$ cat src/rtl/reservation_station.sv
// rtl/reservation_station.sv - age-ordered collapsing reservation station with completion snoop
// Slot 0 holds the oldest op; the lowest-index ready entry is offered to the functional unit.
module reservation_station #(
  parameter int DEPTH      = 4,
  parameter int ROBsizeLog = 6,
  parameter int CMDW       = 10
) (
  input  logic                         clk_i,
  input  logic                         reset_i,
  input  logic                         writeEn_i,
  input  logic [ROBsizeLog-1:0]        robTag_i,
  input  logic [ROBsizeLog-1:0]        tag1_i,
  input  logic [ROBsizeLog-1:0]        tag2_i,
  input  logic [64:0]                  val1_i,
  input  logic [64:0]                  val2_i,
  input  logic [CMDW-1:0]              commands_i,
  output logic                         stall_o,
  input  logic                         flush_i,
  input  logic [ROBsizeLog-1:0]        cdbTag_i,
  input  logic [64:0]                  cdbVal_i,
  output logic                         issueValid_o,
  input  logic                         issueReady_i,
  output logic [ROBsizeLog-1:0]        issueTag_o,
  output logic [63:0]                  issueVal1_o,
  output logic [63:0]                  issueVal2_o,
  output logic [CMDW-1:0]              issueCmd_o,
  output logic [$clog2(DEPTH+1)-1:0]   count_o
);

  localparam int CW = $clog2(DEPTH+1);
  localparam int IW = $clog2(DEPTH);

  logic [ROBsizeLog-1:0] rob_q [DEPTH];
  logic [ROBsizeLog-1:0] t1_q  [DEPTH];
  logic [ROBsizeLog-1:0] t2_q  [DEPTH];
  logic [63:0]           v1_q  [DEPTH];
  logic [63:0]           v2_q  [DEPTH];
  logic [CMDW-1:0]       cmd_q [DEPTH];
  logic [CW-1:0]         count_q;

  logic [ROBsizeLog-1:0] rob_n [DEPTH];
  logic [ROBsizeLog-1:0] t1_n  [DEPTH];
  logic [ROBsizeLog-1:0] t2_n  [DEPTH];
  logic [63:0]           v1_n  [DEPTH];
  logic [63:0]           v2_n  [DEPTH];
  logic [CMDW-1:0]       cmd_n [DEPTH];
  logic [CW-1:0]         count_n;

  logic [IW-1:0] sel;
  logic          found;
  logic          fire;
  logic          do_write;
  logic [CW-1:0] cnt_keep;
  logic          unused_bits;

  assign unused_bits = ^{val1_i[64], val2_i[64], cdbVal_i[64]};

  always_comb begin
    found = 1'b0;
    sel   = '0;
    for (int i = 0; i < DEPTH; i++) begin
      if (!found && i < int'(count_q) && t1_q[i] == '0 && t2_q[i] == '0) begin
        found = 1'b1;
        sel   = IW'(i);
      end
    end
  end

  assign stall_o      = (count_q == CW'(DEPTH));
  assign count_o      = count_q;
  assign issueValid_o = found;
  assign issueTag_o   = found ? rob_q[sel] : '0;
  assign issueVal1_o  = found ? v1_q[sel]  : '0;
  assign issueVal2_o  = found ? v2_q[sel]  : '0;
  assign issueCmd_o   = found ? cmd_q[sel] : '0;

  assign fire     = found & issueReady_i;
  assign do_write = writeEn_i & ~stall_o;
  assign cnt_keep = count_q - CW'(fire);

  // Order matters: collapse past the issued slot, append at the new tail, then snoop everything
  // so a same-cycle write sees the broadcast too.
  always_comb begin
    for (int i = 0; i < DEPTH; i++) begin
      rob_n[i] = rob_q[i];
      t1_n[i]  = t1_q[i];
      t2_n[i]  = t2_q[i];
      v1_n[i]  = v1_q[i];
      v2_n[i]  = v2_q[i];
      cmd_n[i] = cmd_q[i];
    end
    for (int i = 0; i < DEPTH - 1; i++) begin
      if (fire && i >= int'(sel)) begin
        rob_n[i] = rob_q[i+1];
        t1_n[i]  = t1_q[i+1];
        t2_n[i]  = t2_q[i+1];
        v1_n[i]  = v1_q[i+1];
        v2_n[i]  = v2_q[i+1];
        cmd_n[i] = cmd_q[i+1];
      end
    end
    for (int i = 0; i < DEPTH; i++) begin
      if (do_write && i == int'(cnt_keep)) begin
        rob_n[i] = robTag_i;
        t1_n[i]  = tag1_i;
        t2_n[i]  = tag2_i;
        v1_n[i]  = val1_i[63:0];
        v2_n[i]  = val2_i[63:0];
        cmd_n[i] = commands_i;
      end
    end
    for (int i = 0; i < DEPTH; i++) begin
      if (cdbTag_i != '0 && t1_n[i] == cdbTag_i) begin
        t1_n[i] = '0;
        v1_n[i] = cdbVal_i[63:0];
      end
      if (cdbTag_i != '0 && t2_n[i] == cdbTag_i) begin
        t2_n[i] = '0;
        v2_n[i] = cdbVal_i[63:0];
      end
    end
    count_n = flush_i ? '0 : cnt_keep + CW'(do_write);
  end

  always_ff @(posedge clk_i or negedge reset_i) begin
    if (!reset_i) begin
      count_q <= '0;
      for (int i = 0; i < DEPTH; i++) begin
        rob_q[i] <= '0;
        t1_q[i]  <= '0;
        t2_q[i]  <= '0;
        v1_q[i]  <= '0;
        v2_q[i]  <= '0;
        cmd_q[i] <= '0;
      end
    end else begin
      count_q <= count_n;
      for (int i = 0; i < DEPTH; i++) begin
        rob_q[i] <= rob_n[i];
        t1_q[i]  <= t1_n[i];
        t2_q[i]  <= t2_n[i];
        v1_q[i]  <= v1_n[i];
        v2_q[i]  <= v2_n[i];
        cmd_q[i] <= cmd_n[i];
      end
    end
  end

endmodule

$ cat config.mk
export PLATFORM = sky130hd
export DESIGN_NAME = reservation_station
export DESIGN_NICKNAME = d
export VERILOG_FILES = /design/src/rtl/reservation_station.sv
export SDC_FILE = /design/constraint.sdc
export NUM_CORES = 2
export LEC_CHECK = 0
export CORE_ASPECT_RATIO = 0.8
export CORE_MARGIN = 5
export CORE_UTILIZATION = 60
export CTS_CLUSTER_DIAMETER = 50
export DETAILED_ROUTE_END_ITERATION = 12
export DONT_BUFFER_PORTS = 1
export MAX_ROUTING_LAYER = met4
export PLACE_DENSITY_LB_ADDON = 0.2
export RECOVER_POWER = 100
export SYNTH_ARGS = -nofsm -noshare
export SYNTH_HDL_FRONTEND = slang
export SYNTH_SLANG_ARGS = --single-unit
$ cat constraint.sdc
create_clock -name clk_i -period 6.1 [get_ports clk_i]
set_input_delay 1.22 -clock clk_i [delete_from_list [all_inputs] [get_ports clk_i]]
set_output_delay 1.22 -clock clk_i [all_outputs]
set_load 0.005 [all_outputs]
* Word-level counts from Yosys, hierarchy flattened
Index checks and enable logic that the tools add are counted.
Word-level totals: register bits after elaboration 627, latch bits 0, memory bits (writable) 0, memory bits (read-only) 0, output and inout bits 149, memories 0
Operators by class: add/sub/neg operators 2, multiply operators 0, div/mod/pow operators 0, $lt $le $gt $ge 8, equal/unequal tests 12, shift-type cells 0, mux-type cells 80, bitwise logic cells 4, reduce and logical (&&, ||, !) cells 50
Operators by type and width (count):
- $mux 64 | 28
- $bmux 64 s2 | 2
- $mux 6 | 31
- $mux 10 | 9
- $eq 6x6->1 | 8
- $logic_not 6->1 | 8
- $logic_and 1x1->1 | 26
- $bmux 10 s2 | 1
- $reduce_bool 3->1 | 6
- $bmux 6 s2 | 1
- $reduce_bool 2->1 | 5
- $eq 3x3->1 const A | 2
- $lt 1x3->1 const A | 2
- $lt 2x3->1 const A | 2
- $reduce_bool 6->1 | 1
- $mux 1 | 5
- $ge 1x2->1 const A | 2
- $mux 2 | 2
- $add 3x1->3 | 1
- $eq 2x3->1 const A | 1
- $eq 3x3->1 const B | 1
- $ge 3x3->1 const B | 1
- $logic_not 1->1 | 3
- $logic_not 3->1 | 1
- other kinds (6) | 7

* Longest topological paths before layout
word-level depth 27, gate-level depth with buffers 20, depth with buffers taken out 16

* Worst setup path before layout
OpenSTA, ideal clock, no wires.
path kind input -> register, from input issueReady_i, to register v2_q[195] in the netlist's numbering, library setup time 125 ps, data arrival time 4778 ps, data required time 5975 ps, setup slack 1197 ps, stages 15, path through buf_2 -> clkbuf_1 -> clkbuf_1 -> and2_1 -> ha_1 -> ha_1 -> o211a_1 -> o2111a_1 -> clkbuf_1 -> clkbuf_1 -> a21oi_1 -> xnor2_1 -> nor4_2 -> buf_2 -> mux2_2
Between the ends: longest elaborated chain between the ends 8, elaborated cells on any way between the ends 12
RTL lines:
- from (decl) | RTL line 22 | input logic issueReady_i,
- $and 1x1->1 * | RTL line 77 | assign fire = found & issueReady_i;
- $sub 3x1->3 | RTL line 79 | assign cnt_keep = count_q - CW'(fire);
- $logic_not 3->1 | RTL line 103 | if (do_write && i == int'(cnt_keep)) begin
- $logic_and 1x1->1 | RTL line 103
- $mux 6 | RTL line 103
- $eq 6x6->1 | RTL line 117 | if (cdbTag_i != '0 && t2_n[i] == cdbTag_i) begin
- $logic_and 1x1->1 | RTL line 117
- $reduce_bool 3->1 (no line) / $mux 64 (equally long branches)
- to (signal, indexed assignment) | RTL line 143 | v2_q[i] <= v2_n[i];
- to (decl) | RTL line 37 | logic [63:0] v2_q [DEPTH];
Mark *: on every way between the ends. The rest lies on a longest branch, timed or not. A chain may end at the register's enable or synchronous reset.

* Worst setup path in the final report
from register t2_q[14] in the netlist's numbering, to register v2_q[31] in the netlist's numbering
Between the ends: longest elaborated chain between the ends 21, elaborated cells on any way between the ends 22
RTL lines:
- from (decl) | RTL line 35 | logic [ROBsizeLog-1:0] t2_q [DEPTH];
- from (signal, indexed assignment) | RTL line 141 | t2_q[i] <= t2_n[i];
- $logic_not 6->1 * | RTL line 62 | if (!found && i < int'(count_q) && t1_q[i] == '0 && t2_q[i] == '0) begin
- $logic_and 1x1->1 * | RTL line 62
- $mux 1 * | RTL line 62
- $logic_not 1->1 | RTL line 62
- $logic_and 1x1->1 (3 in series) | RTL line 62
- $mux 1 * | RTL line 62
- $logic_not 1->1 | RTL line 62
- $logic_and 1x1->1 (3 in series) | RTL line 62
- $mux 1 * | RTL line 62
- $and 1x1->1 * | RTL line 77
- $sub 3x1->3 * | RTL line 79
- $eq 3x3->1 * | RTL line 103
- $logic_and 1x1->1 * | RTL line 103
- $mux 6 | RTL line 103
- $eq 6x6->1 | RTL line 117
- $logic_and 1x1->1 | RTL line 117
- $mux 64 / $reduce_bool 2->1 (equally long branches)
Marks and branches as above.

==> flow_summary.ini <==
[outcome]
status = finished with violations
violations = capacitance limit, slew limit

[timing]
period_minus_slack_ns = 5.842
setup_violations = 0
drv_slew = 897
period_share = 0.9577
hold_ws_ns = 0.3186
worst_pin_slew_ns = 3.966
fin_tns_setup_ns = 0
max_freq_mhz = 171.2
slew_headroom = -1.644
rsz0062_at_grt = false
clock_skew_ns = 0.02051
hold_viol_final = 0

[layout]
layout_common_cells = dfrtp_1, nand2_1, mux2_2, mux2i_1, o21ai_0
nets = 3781
fill_cells = 4833
drive_gt1_frac = 0.2359
diodes = 0
final_area_um2 = 41660
syn2layout_area_growth_pct = 6.759
final_common_cell = dfrtp_1
register_area_um2 = 15690
multi_input_area_um2 = 21780

[floorplan]
die_area_um2 = 70270
initial_utilization = 0.6070
core_area_um2 = 64280
rows = 83
die_h_um = 238.1
die_w_um = 295.1
ioPinCount = 383

[power_and_ir_drop]
p_per_area_nw_per_um2 = 403.4
power_frac_comb = 0.290
vdd_drop_max_v = 0.0002268
clkPwrFrac = 0.269
total_leakage_power_uw = 0.01879
swShare = 0.3086
p_int_uw = 11620
seqPwrFrac = 0.441
power_switching_uw = 5187

[synth]
synth_area_um2 = 39020
yosys_warnings = 0
synth_edf_count = 0
synthArstFlopShare = 1.000
synth_nets = 3961
seq_area_frac_synth = 0.4021
synth_cell_type_count = 52
synth_cells = 3724
ys_ff_latch = 627
avgSynthCellArea_um2 = 10.48
synthFlopType = dfrtp_1

[grt]
grt_start_max_net_pins = 628
grt_pass1_vias = 31231
grt_pass1_wl_um = 183800
grt_antenna_before_repair = 1
grt_usage = 0.3417
grt-ovfl-total = 0

[worst_setup_path]
end_kind = register
cp_slowest_cell = clkbuf_4
worstPathArrival_ns = 6.34
r2r_slack_ns = 0.26
critical_path_buf_inv_count = 2
path_delay_family = buffers and inverters
critPathMostFrequentCell = ha_1
max_stage_delay_ns = 1.63
reg2reg_from = t2_q[14]$_DFF_PN0_
crit_fanout = 119
rr_worst_depth = 13
path_class = register to register
critPathRequiredTime_ns = 6.60
r2r-end = v2_q[31]$_DFFE_PN0P_
cp_cell_sequence = nor4_1 -> o2111ai_1 -> nand3_4 -> and2_0 -> ha_1 -> ha_1 -> nor2_1 -> clkbuf_1 -> o21ai_1 -> or3_4 -> clkbuf_4 -> mux2_2 -> mux2_1
start_kind = register

[placement]
routabilityCongestion = 0.9004
hpwlAfterDp_um = 71190
placed_area_um2 = 39460
port_buffers = 0

[routing]
vias_per_cell = 6.833
wire_per_inst_um = 26.94
dr.pass1.iters = 6
drt_wl_total_um = 119900
drc = 0
drt_iter0_drc = 3111
ant_nets = 0
vias = 30402

[clock_tree]
cts-root-buf = clkbuf_16
cts_sinks = 627
clk_path_buf_depth = 3
post_cts_resized = 0
cts_setup_buffers = 0
numCtsBuffers = 71
postCtsHoldBufs = 0
cts_tree = done
clkLatencyLatePin_ns = 0.61
htree_levels = 3
clkTransAtPathRegs_ns = 0.06

[flow_run]
max_cap_violations = 4

[min_path]
hold_class = input port to asynchronous set/reset pin
layout make-up:
type,instances,share of cell area
multi-input cells,2781,0.5227
inverters,5,0.0004505
clock buffers,108,0.05184
repair buffers,58,0.01562
well taps,850,0.02553
clock inverters,20,0.007238
flip-flops and latches,627,0.3766
state kept, by name, summed over array words and instances (netlist names):
register	flops
v1_q	256
rob_q	24
count_o	3
cmd_q	40
v2_q	256
t1_q	24
t2_q	24
per-layer routing:
metal / global-route usage / part of all wire / up-vias
li1: - / - / 13019
met1: 0.4330 / 0.38 / 15360
met2: 0.5279 / 0.47 / 1698
met3: 0.09771 / 0.11 / 325
met4: 0.1289 / 0.039 / 0
met5: - / 0 / -
worst reg2reg max path, cell delays in order, from the launching register on:
cell	delay [ns]
dfrtp_1	0.42
nor4_1	0.56
o2111ai_1	0.56
nand3_4	0.20
and2_0	0.15
ha_1	0.15
ha_1	0.20
nor2_1	0.05
clkbuf_1	0.20
o21ai_1	0.37
or3_4	0.28
clkbuf_4	1.63
mux2_2	0.66
mux2_1	0.30
Yosys cell counts (62+ instances only):
master,instances,area (um^2)
dfrtp_1,627,15690
nand2_1,605,2271
mux2_2,501,5642
mux2i_1,313,3133
o21ai_0,291,1456
nor2_1,259,972.2
clkbuf_1,188,705.7
a31oi_1,183,1145
and2_1,156,975.9
mux4_2,144,3243
a21oi_1,73,365.4
mux2_4,62,930.9
power by group through the flow:
| stage | sequential, uW | clock (uW) | combinational (uW) |
|---|---|---|---|
| CTS | 7330 | 4570 | 5000 |
| floorplan | 6920 | 0 | 4270 |
| detailed placement | 7400 | 0 | 4970 |
| finish | 7420 | 4520 | 4870 |
| global placement | 7220 | 0 | 4660 |
| global route | 7590 | 4750 | 5370 |
worst max path at each step:
| stage | startpoint | endpoint | cells past startpoint |
|---|---|---|---|
| after floorplan | issueReady_i | v2_q[195]$_DFFE_PN0P_ | 15 |
| after global placement | t2_q[14]$_DFF_PN0_ | v2_q[159]$_DFFE_PN0P_ | 15 |
| after detailed placement | t2_q[14]$_DFF_PN0_ | v2_q[38]$_DFFE_PN0P_ | 17 |
| after CTS | t2_q[14]$_DFF_PN0_ | issueVal2_o[5] | 6 |
| after global routing | t2_q[14]$_DFF_PN0_ | v2_q[31]$_DFFE_PN0P_ | 13 |
| final | t2_q[14]$_DFF_PN0_ | v2_q[31]$_DFFE_PN0P_ | 13 |
cell families after synthesis:
group,synth area share
fa+ha+maj,0.0009620
flops,0.4021
simple gates,0.1198
buf+inv,0.03748
xor+xnor,0.007182
mux,0.3419
compound gates,0.09061
metrics by stage:
stage	total power, uW	util	worst slack [ns]	std cells
after floorplan	11190	-	1.197	3724
after global placement	11880	0.6138	0.7813	4321
after detailed placement	12370	0.6138	0.7324	4321
after CTS	16910	0.6521	0.6588	4449
after global routing	17720	0.6481	0.1577	4449
final	16810	0.6481	0.2578	4449
(Power assumes the default switching activity.)
